==> config.mk <==
export PLATFORM = sky130hd
export DESIGN_NAME = dds_sweep_ctrl_flat
export DESIGN_NICKNAME = d
export VERILOG_FILES = /design/src/rtl/dds_sweep_ctrl_if.sv /design/src/rtl/dds_sweep_ctrl.sv /design/src/flat_wrapper.sv
export SDC_FILE = /design/constraint.sdc
export NUM_CORES = 1
export LEC_CHECK = 0
export ABC_AREA = 1
export ABC_CLOCK_PERIOD_IN_PS = 3500
export BUFFER_PORTS_ARGS = -buffer_cell sky130_fd_sc_hd__buf_2
export CORE_MARGIN = 1
export CORE_UTILIZATION = 30
export CTS_BUF_LIST = sky130_fd_sc_hd__clkbuf_2 sky130_fd_sc_hd__clkbuf_4 sky130_fd_sc_hd__clkbuf_8
export DETAILED_ROUTE_END_ITERATION = 16
export PLACE_DENSITY = 0.46
export SLEW_MARGIN = 30
export SYNTH_ARGS = -nofsm -noshare
export SYNTH_HDL_FRONTEND = slang
export SYNTH_SLANG_ARGS = --single-unit
==> constraint.sdc <==
create_clock -name clk -period 3.5 [get_ports clk]
set_input_delay 0.35 -clock clk [delete_from_list [all_inputs] [get_ports clk]]
set_output_delay 0.35 -clock clk [all_outputs]
set_load 0.005 [all_outputs]
==> src/rtl/dds_sweep_ctrl_if.sv <==
// Bus bundle between the DDS sweep controller and its host / datapath.
// master: the side that issues commands and observes the datapath words.
// slave : the sweep controller itself.
interface dds_sweep_ctrl_if #(
  parameter int FW = 16,
  parameter int PW = 8,
  parameter int DW = 16
);
  logic          start;
  logic          abort;
  logic [FW-1:0] f_start;
  logic [FW-1:0] f_stop;
  logic [FW-1:0] f_step;
  logic [DW-1:0] dwell;
  logic [PW-1:0] phase_in;
  logic          phase_ld;
  logic [FW-1:0] freq_word;
  logic [PW-1:0] phase_word;
  logic          busy;
  logic          step_strobe;
  logic          done;

  modport master (
    output start, abort, f_start, f_stop, f_step, dwell, phase_in, phase_ld,
    input  freq_word, phase_word, busy, step_strobe, done
  );

  modport slave (
    input  start, abort, f_start, f_stop, f_step, dwell, phase_in, phase_ld,
    output freq_word, phase_word, busy, step_strobe, done
  );
endinterface

==> src/rtl/dds_sweep_ctrl.sv <==
// DDS sweep controller: steps the frequency word linearly from f_start to
// f_stop, holding each word for max(dwell,1) cycles, and applies phase-offset
// loads glitch-free at word boundaries.
// Build option DDS_SWEEP_LOOP_EN: when defined, the sweep restarts at f_start
// after the f_stop dwell (done pulses on each restart) until aborted.
module dds_sweep_ctrl #(
  parameter int FW = 16,
  parameter int PW = 8,
  parameter int DW = 16
) (
  input  logic           clk,
  input  logic           rst_n,
  dds_sweep_ctrl_if.slave bus
);

  typedef enum logic [1:0] {
    ST_IDLE = 2'd0,
    ST_RUN  = 2'd1,
    ST_FIN  = 2'd2
  } state_t;

  state_t        state_r, state_s;
  logic [FW-1:0] freq_word_r, freq_word_s;
  logic [PW-1:0] phase_word_r, phase_word_s;
  logic          busy_r, busy_s;
  logic          step_strobe_r, step_strobe_s;
  logic          done_r, done_s;
  logic [FW-1:0] f_stop_r, f_stop_s;
  logic [FW-1:0] f_step_r, f_step_s;
  logic [DW-1:0] reload_r, reload_s;
  logic [DW-1:0] cnt_r, cnt_s;
  logic [PW-1:0] pend_r, pend_s;
  logic          pend_vld_r, pend_vld_s;
`ifdef DDS_SWEEP_LOOP_EN
  logic [FW-1:0] f_start_r, f_start_s;
`endif

  logic [DW-1:0] dwell_m1_s;
  logic [FW:0]   sum_s;
  logic [FW-1:0] next_word_s;
  logic          last_s;
  logic [PW-1:0] pend_cur_s;
  logic          pend_cur_vld_s;

  // A zero dwell behaves as one cycle, so the counter reload is max(dwell,1)-1.
  assign dwell_m1_s = (bus.dwell == {DW{1'b0}}) ? {DW{1'b0}}
                                                : bus.dwell - {{(DW-1){1'b0}}, 1'b1};

  // Next word computed one bit wider so a large step clamps to f_stop instead of wrapping.
  assign sum_s       = {1'b0, freq_word_r} + {1'b0, f_step_r};
  assign next_word_s = (sum_s > {1'b0, f_stop_r}) ? f_stop_r : sum_s[FW-1:0];
  assign last_s      = (f_step_r == {FW{1'b0}}) || (freq_word_r >= f_stop_r);

  // A load arriving this cycle supersedes any older pending value.
  assign pend_cur_s     = bus.phase_ld ? bus.phase_in : pend_r;
  assign pend_cur_vld_s = bus.phase_ld | pend_vld_r;

  // Next-state and next-register values for the sweep sequencer.
  always_comb begin
    state_s       = state_r;
    freq_word_s   = freq_word_r;
    phase_word_s  = phase_word_r;
    busy_s        = 1'b0;
    step_strobe_s = 1'b0;
    done_s        = 1'b0;
    f_stop_s      = f_stop_r;
    f_step_s      = f_step_r;
    reload_s      = reload_r;
    cnt_s         = cnt_r;
    pend_s        = pend_r;
    pend_vld_s    = pend_vld_r;
`ifdef DDS_SWEEP_LOOP_EN
    f_start_s     = f_start_r;
`endif

    case (state_r)
      ST_IDLE: begin
        if (bus.phase_ld) begin
          phase_word_s = bus.phase_in;
        end else begin
          phase_word_s = phase_word_r;
        end
        pend_vld_s = 1'b0;
        if (bus.start && !bus.abort) begin
          state_s     = ST_RUN;
          freq_word_s = bus.f_start;
          busy_s      = 1'b1;
          f_stop_s    = bus.f_stop;
          f_step_s    = bus.f_step;
          reload_s    = dwell_m1_s;
          cnt_s       = dwell_m1_s;
`ifdef DDS_SWEEP_LOOP_EN
          f_start_s   = bus.f_start;
`endif
        end else begin
          state_s = ST_IDLE;
        end
      end

      ST_RUN: begin
        if (bus.abort) begin
          // Leaving RUN flushes any pending phase; a coincident load wins.
          state_s = ST_IDLE;
          if (pend_cur_vld_s) begin
            phase_word_s = pend_cur_s;
          end else begin
            phase_word_s = phase_word_r;
          end
          pend_vld_s = 1'b0;
        end else begin
          busy_s     = 1'b1;
          pend_s     = pend_cur_s;
          pend_vld_s = pend_cur_vld_s;
          if (cnt_r != {DW{1'b0}}) begin
            cnt_s = cnt_r - {{(DW-1){1'b0}}, 1'b1};
          end else begin
            // Word boundary: the pending phase lands together with the word change.
            if (pend_cur_vld_s) begin
              phase_word_s = pend_cur_s;
            end else begin
              phase_word_s = phase_word_r;
            end
            pend_vld_s = 1'b0;
            if (last_s) begin
`ifdef DDS_SWEEP_LOOP_EN
              freq_word_s   = f_start_r;
              step_strobe_s = 1'b1;
              done_s        = 1'b1;
              cnt_s         = reload_r;
`else
              state_s = ST_FIN;
              busy_s  = 1'b0;
              done_s  = 1'b1;
`endif
            end else begin
              freq_word_s   = next_word_s;
              step_strobe_s = 1'b1;
              cnt_s         = reload_r;
            end
          end
        end
      end

      ST_FIN: begin
        state_s = ST_IDLE;
        if (bus.phase_ld) begin
          phase_word_s = bus.phase_in;
        end else begin
          phase_word_s = phase_word_r;
        end
        pend_vld_s = 1'b0;
      end

      default: begin
        state_s    = ST_IDLE;
        pend_vld_s = 1'b0;
      end
    endcase
  end

  // State register.
  always_ff @(posedge clk or negedge rst_n) begin
    if (!rst_n) begin
      state_r <= ST_IDLE;
    end else begin
      state_r <= state_s;
    end
  end

  // Datapath and output registers.
  always_ff @(posedge clk or negedge rst_n) begin
    if (!rst_n) begin
      freq_word_r   <= {FW{1'b0}};
      phase_word_r  <= {PW{1'b0}};
      busy_r        <= 1'b0;
      step_strobe_r <= 1'b0;
      done_r        <= 1'b0;
      f_stop_r      <= {FW{1'b0}};
      f_step_r      <= {FW{1'b0}};
      reload_r      <= {DW{1'b0}};
      cnt_r         <= {DW{1'b0}};
      pend_r        <= {PW{1'b0}};
      pend_vld_r    <= 1'b0;
`ifdef DDS_SWEEP_LOOP_EN
      f_start_r     <= {FW{1'b0}};
`endif
    end else begin
      freq_word_r   <= freq_word_s;
      phase_word_r  <= phase_word_s;
      busy_r        <= busy_s;
      step_strobe_r <= step_strobe_s;
      done_r        <= done_s;
      f_stop_r      <= f_stop_s;
      f_step_r      <= f_step_s;
      reload_r      <= reload_s;
      cnt_r         <= cnt_s;
      pend_r        <= pend_s;
      pend_vld_r    <= pend_vld_s;
`ifdef DDS_SWEEP_LOOP_EN
      f_start_r     <= f_start_s;
`endif
    end
  end

  assign bus.freq_word   = freq_word_r;
  assign bus.phase_word  = phase_word_r;
  assign bus.busy        = busy_r;
  assign bus.step_strobe = step_strobe_r;
  assign bus.done        = done_r;

endmodule
==> src/flat_wrapper.sv <==
// flat-port wrapper written by rule: the top's interface ports become plain ports
module dds_sweep_ctrl_flat 
#(
  parameter int FW = 16,
  parameter int PW = 8,
  parameter int DW = 16
)
  (clk, rst_n, bus_start, bus_abort, bus_f_start, bus_f_stop, bus_f_step, bus_dwell, bus_phase_in, bus_phase_ld, bus_freq_word, bus_phase_word, bus_busy, bus_step_strobe, bus_done);
  dds_sweep_ctrl_if #(.FW(FW), .PW(PW), .DW(DW)) bus_i ();
  input  logic clk;
  input  logic rst_n;
  input wire logic [$bits(bus_i.start)-1:0] bus_start;
  input wire logic [$bits(bus_i.abort)-1:0] bus_abort;
  input wire logic [$bits(bus_i.f_start)-1:0] bus_f_start;
  input wire logic [$bits(bus_i.f_stop)-1:0] bus_f_stop;
  input wire logic [$bits(bus_i.f_step)-1:0] bus_f_step;
  input wire logic [$bits(bus_i.dwell)-1:0] bus_dwell;
  input wire logic [$bits(bus_i.phase_in)-1:0] bus_phase_in;
  input wire logic [$bits(bus_i.phase_ld)-1:0] bus_phase_ld;
  output wire logic [$bits(bus_i.freq_word)-1:0] bus_freq_word;
  output wire logic [$bits(bus_i.phase_word)-1:0] bus_phase_word;
  output wire logic [$bits(bus_i.busy)-1:0] bus_busy;
  output wire logic [$bits(bus_i.step_strobe)-1:0] bus_step_strobe;
  output wire logic [$bits(bus_i.done)-1:0] bus_done;
  assign bus_i.start = bus_start;
  assign bus_i.abort = bus_abort;
  assign bus_i.f_start = bus_f_start;
  assign bus_i.f_stop = bus_f_stop;
  assign bus_i.f_step = bus_f_step;
  assign bus_i.dwell = bus_dwell;
  assign bus_i.phase_in = bus_phase_in;
  assign bus_i.phase_ld = bus_phase_ld;
  assign bus_freq_word = bus_i.freq_word;
  assign bus_phase_word = bus_i.phase_word;
  assign bus_busy = bus_i.busy;
  assign bus_step_strobe = bus_i.step_strobe;
  assign bus_done = bus_i.done;
  dds_sweep_ctrl #(.FW(FW), .PW(PW), .DW(DW)) u_core (.clk(clk), .rst_n(rst_n), .bus(bus_i));
endmodule
Word-level counts from Yosys, hierarchy flattened:

Index checks and enable logic that the tools add are counted.

* $add $sub $neg: 3
* magnitude comparators: 2
* equality and inequality tests: 10
* multiplexer cells: 38
* bitwise operators: 2
* reductions and logical operators: 16

Operator list (count)
* $mux W16: 10
* $pmux W16 S2: 2
* $mux W8: 5
* $logic_not A16 Y1: 2
* $sub A16 B1 Y16 const B: 2
* $add A16 B16 Y17: 1
* $gt A17 B16 Y1: 1
* $ge A16 B16 Y1: 1
* $pmux W8 S2: 1
* $reduce_bool A16 Y1: 1
* $mux W1: 15
* $mux W2: 3
* $ne A2 B2 Y1 const B: 3
* $ne A3 B3 Y1 const B: 2
* $reduce_and A2 Y1: 3
* $reduce_and A5 Y1: 1
* $ne A2 B1 Y1 const B: 2
* $pmux W2 S2: 1
* $reduce_and A4 Y1: 1
* $reduce_bool A2 Y1: 2
* $ne A3 B2 Y1 const B: 1
* $reduce_and A3 Y1: 1
* $eq A2 B1 Y1 const B: 1
* $eq A2 B2 Y1 const B: 1
* other kinds (8): 8

* register bits: 102
* input bits: 77
* output and inout bits: 27
* logic and storage cells: 83

Logic depth before layout (Yosys ltp):

Gate-level depths: netlist (run 1).

* depth after elaboration: 7
* depth in mapped cells: 26
* gate-level depth less buffers: 25

Least setup slack after synthesis (run 1):

OpenSTA, ideal clock, no wires.

* path kind: flip-flop to flip-flop
* start: reg u_core.freq_word_r[0], in the netlist u_core.bus.freq_word[0]
* end: reg u_core.freq_word_r[10], in the netlist u_core.bus.freq_word[10]
* setup time: 0.073 ns
* arrival: 3.196 ns
* required time: 3.427 ns
* slack: 0.231 ns
* stages on the path, launching flop included: 27
* buffers on the path: 1
* clock period less this slack: 3.269 ns
* path through: dfrtp_1 > ha_1 > fa_1 > nand3_1 > nand2_1 > nand2_1 > nand2_2 > a21oi_1 > o21ai_0 > nand2_1 > inv_1 > nor2_1 > inv_1 > ha_1 > nand2_1 > nor2_1 > nand2_1 > nand2_1 > nand2_1 > nand2_1 > nand2_1 > nand2_1 > nand2_2 > buf_2 > nand3_1 > nand3_1 > a21oi_2

* longest elaborated chain between the ends: 7
* elaborated cells between the ends (all ways): 11

Ends and longest elaborated chain
* start: declaration: RTL line dds_sweep_ctrl.sv:23 `logic [FW-1:0] freq_word_r, freq_word_s;`
* start signal: assignment: RTL line dds_sweep_ctrl.sv:173 `freq_word_r <= {FW{1'b0}};`
* start signal: assignment: RTL line dds_sweep_ctrl.sv:188 `freq_word_r <= freq_word_s;`
* $add A16 B16 Y17: RTL line dds_sweep_ctrl.sv:50 `assign sum_s = {1'b0, freq_word_r} + {1'b0, f_step_r};`
* $gt A17 B16 Y1: RTL line dds_sweep_ctrl.sv:51 `assign next_word_s = (sum_s > {1'b0, f_stop_r}) ? f_stop_r : sum_s[FW-1:0];`
* $mux W16: RTL line dds_sweep_ctrl.sv:51
* $mux W16: RTL line dds_sweep_ctrl.sv:124 `if (last_s) begin`
* $mux W16: RTL line dds_sweep_ctrl.sv:114 `if (cnt_r != {DW{1'b0}}) begin`
* $mux W16: RTL line dds_sweep_ctrl.sv:101 `if (bus.abort) begin`
* $pmux W16 S2: RTL line dds_sweep_ctrl.sv:76 `case (state_r)`

Several ways; a longest one is shown, not always the timed one. The select of a mux whose other input is x is not followed.
A chain may end at the register's enable or synchronous reset.

Final worst setup path (run 1):

* start: reg u_core.freq_word_r[0], in the netlist u_core.bus.freq_word[0]
* end: reg u_core.freq_word_r[7], in the netlist u_core.bus.freq_word[7]

The elaborated chain is that of the path after synthesis.

==> results.yml, run 1 <==
status:
  status: "finished clean"
worst_hold_path:
  holdCritStartpoint: "bus_f_step[2]"
  min_path_cells: 3
  hp-class: "input pin to flip-flop"
  whs_endpoint: "u_core.f_step_r[2]"
finish:
  synthToLayoutAreaGrowth_pct: 19.5
  stdcell_count: 1431
  fillers: 2572
  final_layout_size_suffix_gt1_frac: 0.222
  diodes: 0
  layout.cells.most_common: "nand2_1"
  fin_nets: 1236
  final_cell_mix: "nand2_1 (259), buf_2 (103), inv_1 (101), dfrtp_1 (101), o21ai_0 (74)"
power:
  seqPwrFrac: 0.244
  comb_power_share: 0.634
  ir_worst_vdd_mv: 0.413
  static-leakage-power_nw: 4.27
  switching_power_w: 0.00350
  powerDensity_nw_per_um2: 827
  swShare: 0.489
  p_int_w: 0.00366
  power_frac_clock: 0.122
floorplanning:
  start_util: 0.307
  coreArea_um2: 23500
  die_h_um: 157
  die_area_um2: 24800
  rows: 56
  die_x_um: 157
  ios: 104
route:
  vias_per_cell: 4.67
  drtIter0Drc: 364
  drt_pass1_iterations: 5
  antenna_left: 0
  wl_per_cell_um: 15.0
  via_count: 6689
  wirelength_um: 21500
  drcViolationCount: 0
clock_tree:
  clk_latency_ns: 0.41
  clk_path_buf_depth: 2
  cts_tree: "built"
  clock_sinks: 102
  cts.htree.levels: 3
  cts_made_buffers: 9
  clk_root_buffer_cell: "clkbuf_8"
  clk_pin_slew_ns: 0.11
setup_path:
  r2r_start: "u_core.bus.freq_word[0]"
  endpoint_kind: "flip-flop"
  cp_slowest_cell: "dfrtp_1"
  worstSetupPathType: "flip-flop to flip-flop"
  worst_r2r_path_depth: 23
  rr_endpoint: "u_core.bus.freq_word[7]"
  slowest_delay_ns: 0.40
  crit_arrival_ns: 3.55
  crit_chain: "ha_2 -> fa_2 -> nand3_1 -> nand2_2 -> nand2_1 -> nand2_2 -> buf_4 -> xor2_1 -> ha_1 -> nand2_1 -> nor2_2 -> nand3_1 -> nand3_1 -> nand2_1 -> nand2_1 -> nand2_1 -> nand2_1 -> nand2_1 -> nand2_2 -> nand2_4 -> nand3_2 -> nand3_1 -> a21oi_2"
  cp_data_required_time_ns: 3.83
  path_max_fanout: 8
  critPathLaunchType: "flip-flop"
  r2r_slack_ns: 0.28
  cpMostUsedCell: "nand2_1"
logic_synthesis:
  synth_area_leader_cell: "dfrtp_1"
  netlist.area_leader.share: 0.353
  synth_edf_count: 0
  ys_ff_latch: 102
  async_flop_share: 1.00
  synth_area_um2: 7240
  synth_nets: 1114
  ys_seq_area_frac: 0.353
  syn_inst: 985
  ys.flop_type: "dfrtp_1"
  synthDistinctLibCells: 48
  syn_area_per_cell_um2: 7.35
  synthTopCellsByArea: "dfrtp_1 (35%), nand2_1 (14%), ha_1 (8.8%)"
  ys_warn_count: 0
timing:
  slew_headroom: 0.543
  fmax_mhz: 310
  report.final.slew_viol_count: 0
  finClkSkew_ns: 0.0226
  min_period_ns: 3.22
  fin_crit_sh: 0.921
  hold_violations: 0
  worst_slew_pin_slew_ns: 0.679
  setup_viol: 0
  worst_slack_ns: 0.277
grt:
  grt_pass1_vias: 6567
  antenna_found_initial: 0
  grt_pass1_wl_um: 35000
  track_usage: 0.184
  gr-total-overflow: 0
  grt_start_max_net_pins: 55
placement:
  io_buffers: 103
  place_ws_ns: -0.0264
  dp_cells: 1409
  dpl.hpwl_um: 15800
  place_congestion: 0.829
flow_run:
  drv_cap: 0
-- state kept, by name (all words and copies together) (netlist names) --
name	cells
u_core.state_r	2
u_core.cnt_r	16
u_core.bus.freq_word	16
u_core.reload_r	16
u_core.f_stop_r	16
u_core.bus.phase_word	8
u_core.bus.done	1
u_core.bus.step_strobe	1
u_core.pend_vld_r	1
u_core.bus.busy	1
u_core.pend_r	8
u_core.f_step_r	16
-- logic make-up after synthesis --
family          synth area share
buf+inv                   0.0812
fa+ha+maj                 0.0909
xor+xnor                  0.0290
flops                      0.353
compound gates             0.150
simple gates               0.296
-- critical path: cells and delay by family, from the launching register on --
family	cells	cell delay (ns)
XOR/XNOR	1	0.15
AND/OR/NAND/NOR	17	1.43
AO/OA/AOI/OAI	1	0.16
adder cells (fa/ha/maj)	3	0.87
buffers and inverters	1	0.14
flip-flops	1	0.40
-- timing repair --
item / 4_1_cts / 5_1_grt
resized for setup: 1 / 32
cloned: 0 / 2
hold buffers: 1 / 0
setup buffers: 0 / 3
endpoints found under the hold margin: 40 / 0
pin swaps: 0 / 8
setup endpoints to repair: 16 / 16
-- layer usage --
| layer | vias up | routed length (um) | global-route usage |
|---|---|---|---|
| met3 | 13 | 819 | 0.0253 |
| met5 | - | 0 | 0 |
| li1 | 3499 | - | - |
| met1 | 3040 | 11200 | 0.267 |
| met4 | 0 | 218 | 0.0458 |
| met2 | 137 | 9190 | 0.284 |
-- final cells by class --
cell class / count / area (um^2) / area share
multi-input cells: 743 / 4240 / 0.490
flip-flops and latches: 102 / 2550 / 0.295
repair buffers: 141 / 820 / 0.0947
inverters: 110 / 420 / 0.0486
well taps: 319 / 399 / 0.0461
clock buffers: 9 / 124 / 0.0143
clock inverters: 7 / 97.6 / 0.0113
-- per-stage QoR --
step           TNS (ns)  utilization  cell area (um^2)  power, W  hold slack (ns)
2_1_floorplan         0            -              7240   0.00459           0.0544
3_3_place_gp          0        0.350              8250   0.00598            0.444
3_5_place_dp     -0.146        0.350              8250   0.00596            0.447
4_1_cts               0        0.360              8480   0.00688            0.110
5_1_grt          -0.129        0.367              8650   0.00789            0.113
6_report              0        0.367              8650   0.00716            0.130
-- cell usage after synthesis (2+ instances only) --
| library cell | number |
|---|---|
| nand2_1 | 263 |
| dfrtp_1 | 102 |
| inv_1 | 101 |
| o21ai_0 | 77 |
| nand3_1 | 75 |
| nor2_1 | 75 |
| ha_1 | 51 |
| a21oi_1 | 50 |
| a21oi_2 | 23 |
| nand4_1 | 15 |
| nor3_1 | 15 |
| xor2_1 | 15 |
| clkbuf_1 | 14 |
| a31oi_1 | 11 |
| nor2_2 | 9 |
| xnor2_1 | 9 |
| buf_2 | 8 |
| nor4_1 | 7 |
| buf_6 | 5 |
| inv_2 | 5 |
| nand2_2 | 5 |
| or2_2 | 5 |
| o22ai_1 | 4 |
| buf_1 | 3 |
| nand3b_1 | 3 |
| nor3_2 | 3 |
| o211ai_1 | 3 |
| o21ai_1 | 3 |
| a22o_1 | 2 |
| clkinv_2 | 2 |
| inv_4 | 2 |
| nand3_2 | 2 |
| nor2_8 | 2 |
| o21a_1 | 2 |
-- power by group through the flow --
stage / Combinational [W] / Sequential [W] / Clock (W)
finish: 0.00454 / 0.00175 / 0.000870
global route: 0.00514 / 0.00179 / 0.000954
CTS: 0.00422 / 0.00176 / 0.000906
detailed placement: 0.00418 / 0.00178 / 0
global placement: 0.00420 / 0.00178 / 0
floorplan: 0.00287 / 0.00173 / 0
-- worst max-delay path by stage --
| stage | from | end | slack (ns) | cells after the start |
|---|---|---|---|---|
| after detailed placement | u_core.bus.freq_word[0] | u_core.bus.freq_word[12] | -0.03 | 24 |
| after global routing | u_core.f_step_r[1] | u_core.bus.freq_word[7] | -0.03 | 21 |
| after global placement | u_core.bus.freq_word[0] | u_core.bus.freq_word[15] | 0.03 | 24 |
| after floorplan | u_core.bus.freq_word[0] | u_core.bus.freq_word[10] | 0.23 | 26 |
| final | u_core.bus.freq_word[0] | u_core.bus.freq_word[7] | 0.28 | 23 |
| after CTS | u_core.bus.freq_word[0] | u_core.bus.freq_word[12] | 0.07 | 24 |
Power figures use the tool's default switching activity.
==> run 2: changes to the inputs <==
- CORE_UTILIZATION: 30 -> 54
- PLACE_DENSITY: 0.46 -> 0.76
==> run 2 against run 1 <==
Clock power down 17%. Sequential share of layout area rose by 1.3 points. Critical path type unchanged. Critical path depth is the same. Largest cell class unchanged.
==> results.yml, run 2 (synthesis gave the netlist of run 1 again) <==
status:
  status: "finished clean"
route:
  antenna_left: 0
  wirelength_um: 18200
  drcViolationCount: 0
  wl_per_cell_um: 14.3
  drt_pass1_iterations: 5
  vias_per_cell: 5.38
  drtIter0Drc: 521
  via_count: 6822
worst_hold_path:
  hp-class: "input pin to asynchronous set/reset pin"
setup_path:
  crit_chain: "ha_2 -> fa_2 -> nand3_1 -> nand2_2 -> nand2_1 -> nand2_2 -> buf_4 -> xor2_2 -> ha_1 -> nand2_1 -> nor2_2 -> nand3_1 -> nand3_1 -> nand2_1 -> nand2_1 -> nand2_1 -> nand2_1 -> nand2_1 -> nand2_2 -> nand2_4 -> nand3_1 -> nand3_1 -> a21oi_2"
  cp_slowest_cell: "dfrtp_1"
  path_buf_inv: 1
  crit_arrival_ns: 3.61
  worstSetupPathType: "flip-flop to flip-flop"
  cpMostUsedCell: "nand2_1"
  endpoint_kind: "flip-flop"
  path_max_fanout: 8
  slowest_delay_ns: 0.41
  cp_data_required_time_ns: 3.82
  critPathLaunchType: "flip-flop"
  critical_path.top_delay_family: "simple AND/OR/NAND/NOR gates"
timing:
  min_period_ns: 3.29
  fin_crit_sh: 0.941
  finClkSkew_ns: 0.0105
  setup_viol: 0
  fmax_mhz: 304
  slew_headroom: 0.419
  report.final.slew_viol_count: 0
  hold_violations: 0
  tns_ns: 0
  worst_slew_pin_slew_ns: 0.871
grt:
  antenna_found_initial: 0
  gr-total-overflow: 0
  grt_start_max_net_pins: 103
  track_usage: 0.275
  grt_pass1_vias: 6361
  grt_pass1_wl_um: 30900
clock_tree:
  clk_latency_ns: 0.39
  clk_path_buf_depth: 2
  clk_pin_slew_ns: 0.10
  holdBufCountCts: 0
  clock_sinks: 102
  cts_made_buffers: 9
  clk_root_buffer_cell: "clkbuf_8"
  cts.htree.levels: 3
  cts_tree: "built"
power:
  switching_power_w: 0.00336
  static-leakage-power_nw: 4.18
  seqPwrFrac: 0.258
  power_frac_clock: 0.107
  swShare: 0.494
  comb_power_share: 0.635
  p_int_w: 0.00344
  ir_worst_vdd_mv: 0.471
  powerDensity_nw_per_um2: 820
placement:
  place_congestion: 0.932
  place_area_um2: 7940
  dpl.hpwl_um: 13200
  io_buffers: 103
finish:
  synthToLayoutAreaGrowth_pct: 14.6
  diodes: 0
  final_cell_mix: "nand2_1 (260), buf_2 (102), dfrtp_1 (102), inv_1 (101), o21ai_0 (74)"
  layout.cells.most_common: "nand2_1"
  stdcell_area_um2: 8290
  final_layout_size_suffix_gt1_frac: 0.211
  fin_nets: 1220
floorplanning:
  ios: 104
  coreArea_um2: 12800
  die_area_um2: 13900
  rows: 41
  start_util: 0.564
  die_x_um: 118
  die_h_um: 118
flow_run:
  drv_cap: 0
[run 2: path summary, 6_finish.rpt]
check                                        start                       end  slack [ns]  cells after the start
setup / recovery           u_core.bus.freq_word[0]  u_core.bus.freq_word[15]        0.21                     23
hold / removal                               rst_n        u_core.f_stop_r[5]      0.0003                      2
setup reg to reg           u_core.bus.freq_word[0]  u_core.bus.freq_word[15]        0.21                     23
hold reg to reg                 u_core.reload_r[7]        u_core.reload_r[7]        0.48                      2
max in group asynchronous                    rst_n       u_core.f_step_r[12]        3.06                      2
min in group clk                     bus_f_step[0]        u_core.f_step_r[0]        0.15                      3
[run 2: power groups by stage]
stage / Sequential (W) / Combinational, W / Clock (W)
2_1_floorplan: 0.00173 / 0.00287 / 0
3_3_place_gp: 0.00177 / 0.00384 / 0
3_5_place_dp: 0.00178 / 0.00390 / 0
4_1_cts: 0.00176 / 0.00394 / 0.000745
5_1_grt: 0.00179 / 0.00488 / 0.000799
6_report: 0.00176 / 0.00432 / 0.000726
[run 2: what timing repair did]
action                                  in CTS  in global routing
endpoints found under the hold margin        0                  0
resized for setup                            1                 29
cloned                                       0                  1
endpoints found under the setup margin      16                 16
pin swaps                                    0                  7
buffers inserted                             0                  5
[run 2: layout make-up]
type	instances	area (um^2)
timing repair buffer	125	696
clock buffer	10	138
clock inverter	6	43.8
sequential	102	2550
fill	1213	4530
tap	172	215
multi-input combinational	743	4230
inverter	110	420
[run 2: worst register-to-register path, stage by stage, from the launching register on]
cell	delay (ns)
dfrtp_1	0.41
ha_2	0.20
fa_2	0.35
nand3_1	0.09
nand2_2	0.09
nand2_1	0.09
nand2_2	0.06
buf_4	0.15
xor2_2	0.15
ha_1	0.34
nand2_1	0.10
nor2_2	0.16
nand3_1	0.09
nand3_1	0.10
nand2_1	0.05
nand2_1	0.05
nand2_1	0.04
nand2_1	0.05
nand2_1	0.06
nand2_2	0.12
nand2_4	0.13
nand3_1	0.10
nand3_1	0.09
a21oi_2	0.14
[run 2: through the flow]
step                      hold slack [ns]  utilization  instances  total power [W]  worst slack, ns
after detailed placement            0.464        0.619       1246          0.00568          -0.0749
final                            0.000321        0.647       1268          0.00680            0.207
after CTS                          0.0389        0.634       1262          0.00644          0.00472
after global placement              0.458        0.619       1246          0.00561           0.0706
after floorplan                    0.0544            -        985          0.00459            0.231
after global routing               0.0443        0.647       1268          0.00747          -0.0151
[run 2: metal layers]
metal	vias up	global-route usage	part of all wire
met5	-	0	0
met4	0	0.0617	0.013
met3	22	0.0635	0.066
met2	237	0.413	0.44
met1	3092	0.400	0.49
li1	3471	-	-
==> run 3: changes to the inputs <==
- ABC_AREA: 1 -> unset
- CORE_UTILIZATION: 54 -> 53
- PLACE_DENSITY: 0.76 -> 0.75
==> run 3 against run 2 <==
The flow now finishes with violations (negative setup slack). Setup slack worse by 0.85 ns. First-iteration DRC count is 21% lower. Sequential power is 25% higher. Fmax down 20%. Register-to-register slack got worse by 0.85 ns. Sequential share of layout area rose by 1.4 points. Flip-flop and latch count did not move. Count of clock-buffer cells in the layout grew 1. Critical path depth decreased by 4. Wire length fell by 5.5%. Critical path type unchanged. Largest cell class unchanged. Highest routed layer unchanged.
==> results.yml, run 3 <==
status:
  status: "complete, but fails checks"
  violations: "negative setup slack"
logic_synthesis:
  synthDistinctLibCells: 60
  synthTopCellsByArea: "dfrtp_1 (39%), ha_1 (9.8%), nand2_1 (8.8%)"
  synth_compound_area_frac: 0.178
  async_flop_share: 1.00
  ys_seq_area_frac: 0.393
  ys_ff_latch: 102
  synth_edf_count: 0
  yosysMostFrequentCell: "nand2_1"
  synth_fa_ha_area_frac: 0.101
  syn_area_per_cell_um2: 8.81
  syn_inst: 738
  synth_top_family_by_area: "simple AND/OR/NAND/NOR gates"
  synth_xor_area_frac: 0.0404
  ys.flop_type: "dfrtp_1"
  netlist.area_leader.share: 0.393
  synthMuxAreaShare: 0.0543
  synth_area_um2: 6500
  yosys-top-cells-count: "nand2_1 (153), dfrtp_1 (102), nor2_1 (53)"
  synth_area_leader_cell: "dfrtp_1"
  synth_nets: 867
  synthSimpleGateAreaFrac: 0.194
  ys_warn_count: 0
finish:
  diodes: 0
  fin_nets: 1019
  layout.cells.most_common: "nand2_1"
  final_cell_mix: "nand2_1 (151), buf_2 (102), dfrtp_1 (102), buf_4 (72), nor2_1 (52)"
  synthToLayoutAreaGrowth_pct: 22.1
  fillers: 995
  final_layout_size_suffix_gt1_frac: 0.258
clock_tree:
  cts.htree.levels: 3
  cts_made_buffers: 9
  clk_pin_slew_ns: 0.10
  clock_sinks: 102
  clk_path_buf_depth: 2
  clk_root_buffer_cell: "clkbuf_8"
  cts_tree: "built"
  clk_latency_ns: 0.39
  holdBufCountCts: 0
route:
  drt_pass1_iterations: 5
  wirelength_um: 17200
  drcViolationCount: 0
  drtIter0Drc: 410
  via_count: 6082
  vias_per_cell: 5.84
  wl_per_cell_um: 16.5
  antenna_left: 0
setup_path:
  worstSetupPathType: "flip-flop to flip-flop"
  path_max_fanout: 4
  cp_slowest_cell: "dfrtp_1"
  path_buf_inv: 2
  cp_data_required_time_ns: 3.78
  slowest_delay_ns: 0.40
  cp-startpoint: "u_core.bus.freq_word[0]"
  crit_chain: "ha_2 -> fa_2 -> a211oi_2 -> nor2_2 -> o221a_4 -> a41o_1 -> a21oi_2 -> buf_4 -> xnor2_2 -> ha_1 -> nand2_2 -> nor4_4 -> o2bb2ai_1 -> a31oi_2 -> a2111oi_4 -> buf_6 -> nor3b_4 -> a221o_1 -> a31o_1"
  r2r_start: "u_core.bus.freq_word[0]"
  critPathLaunchType: "flip-flop"
  endpoint_kind: "flip-flop"
  critical_path.top_delay_family: "compound AO/OA/AOI/OAI gates"
  crit_arrival_ns: 4.42
timing:
  fin_crit_sh: 1.18
  slew_headroom: 0.461
  rsz0062_at_grt: "true"
  min_period_ns: 4.14
  worst_hold_slack_ns: 0.0180
  finClkSkew_ns: 0.00901
  worst_slack_ns: -0.639
  setup_viol: 16
  report.final.slew_viol_count: 0
  fmax_mhz: 242
  worst_slew_pin_slew_ns: 0.809
  hold_violations: 0
placement:
  place_ws_ns: -0.659
  dpl.hpwl_um: 12500
  io_buffers: 103
  place_congestion: 0.886
worst_hold_path:
  hp-class: "input pin to asynchronous set/reset pin"
floorplanning:
  start_util: 0.543
  die_x_um: 113
  coreArea_um2: 12000
  die_h_um: 113
  ios: 104
  rows: 40
  die_area_um2: 12700
grt:
  gr-total-overflow: 0
  grt_start_max_net_pins: 89
  antenna_found_initial: 0
  track_usage: 0.282
  grt_pass1_wl_um: 28400
  grt_pass1_vias: 6019
power:
  ir_worst_vdd_mv: 0.797
  static-leakage-power_nw: 3.91
  powerDensity_nw_per_um2: 1170
flow_run:
  drv_cap: 0
==> run 3: path summary, 6_finish.rpt <==
kind / endpoint / slack (ns) / depth (start not counted)
setup / recovery: u_core.bus.freq_word[14] / -0.64 / 19
hold / removal: u_core.f_stop_r[12] / 0.02 / 1
setup reg to reg: u_core.bus.freq_word[14] / -0.64 / 19
hold reg to reg: u_core.bus.phase_word[1] / 0.49 / 2
max in group asynchronous: u_core.reload_r[8] / 2.80 / 2
min in group clk: u_core.f_step_r[13] / 0.15 / 3
==> run 3: cells by family (layout without fill, tap and decap cells) <==
family,Yosys count,count (layout)
simple gates,286,286
flops,102,102
xor+xnor,30,30
mux,34,34
compound gates,171,171
fa+ha+maj,52,52
buf+inv,63,219
==> run 3: layout make-up <==
cell class | instances | area, um^2 | area share
multi-input combinational | 573 | 3810 | 0.480
timing repair buffer | 178 | 1100 | 0.139
sequential | 102 | 2550 | 0.322
clock inverter | 4 | 47.5 | 0.00599
tap | 147 | 184 | 0.0232
inverter | 26 | 97.6 | 0.0123
clock buffer | 11 | 145 | 0.0183
==> run 3: metrics by stage <==
step           power [W]  TNS [ns]  std cells  utilization  cell area [um^2]
3_3_place_gp     0.00755     -7.86       1020        0.635              7600
2_1_floorplan    0.00582     -8.09        738            -              6530
4_1_cts          0.00891     -8.57       1040        0.658              7870
6_report         0.00929     -9.34       1041        0.664              7940
3_5_place_dp     0.00783     -9.92       1020        0.636              7600
5_1_grt           0.0100    -11.91       1041        0.664              7940
==> run 3: what timing repair did <==
| item | 4_1_cts | 5_1_grt |
|---|---|---|
| pin swaps | 14 | 16 |
| endpoints found under the setup margin | 16 | 16 |
| resized for setup | 7 | 13 |
| buffers inserted | 5 | 1 |
==> run 3: power by group <==
group | switching (W) | total, W | internal (W)
logic | 0.00323 | 0.00632 | 0.00309
registers | 0.000458 | 0.00220 | 0.00175
clock network | 0.000422 | 0.000774 | 0.000352
total | 0.00411 | 0.00929 | 0.00519
==> run 3: metal layers <==
metal | GRT usage | routed length [um] | up-vias
li1 | - | - | 2938
met1 | 0.378 | 7710 | 2924
met2 | 0.458 | 8220 | 189
met3 | 0.0562 | 864 | 31
met4 | 0.102 | 393 | 0
met5 | 0 | 0 | -
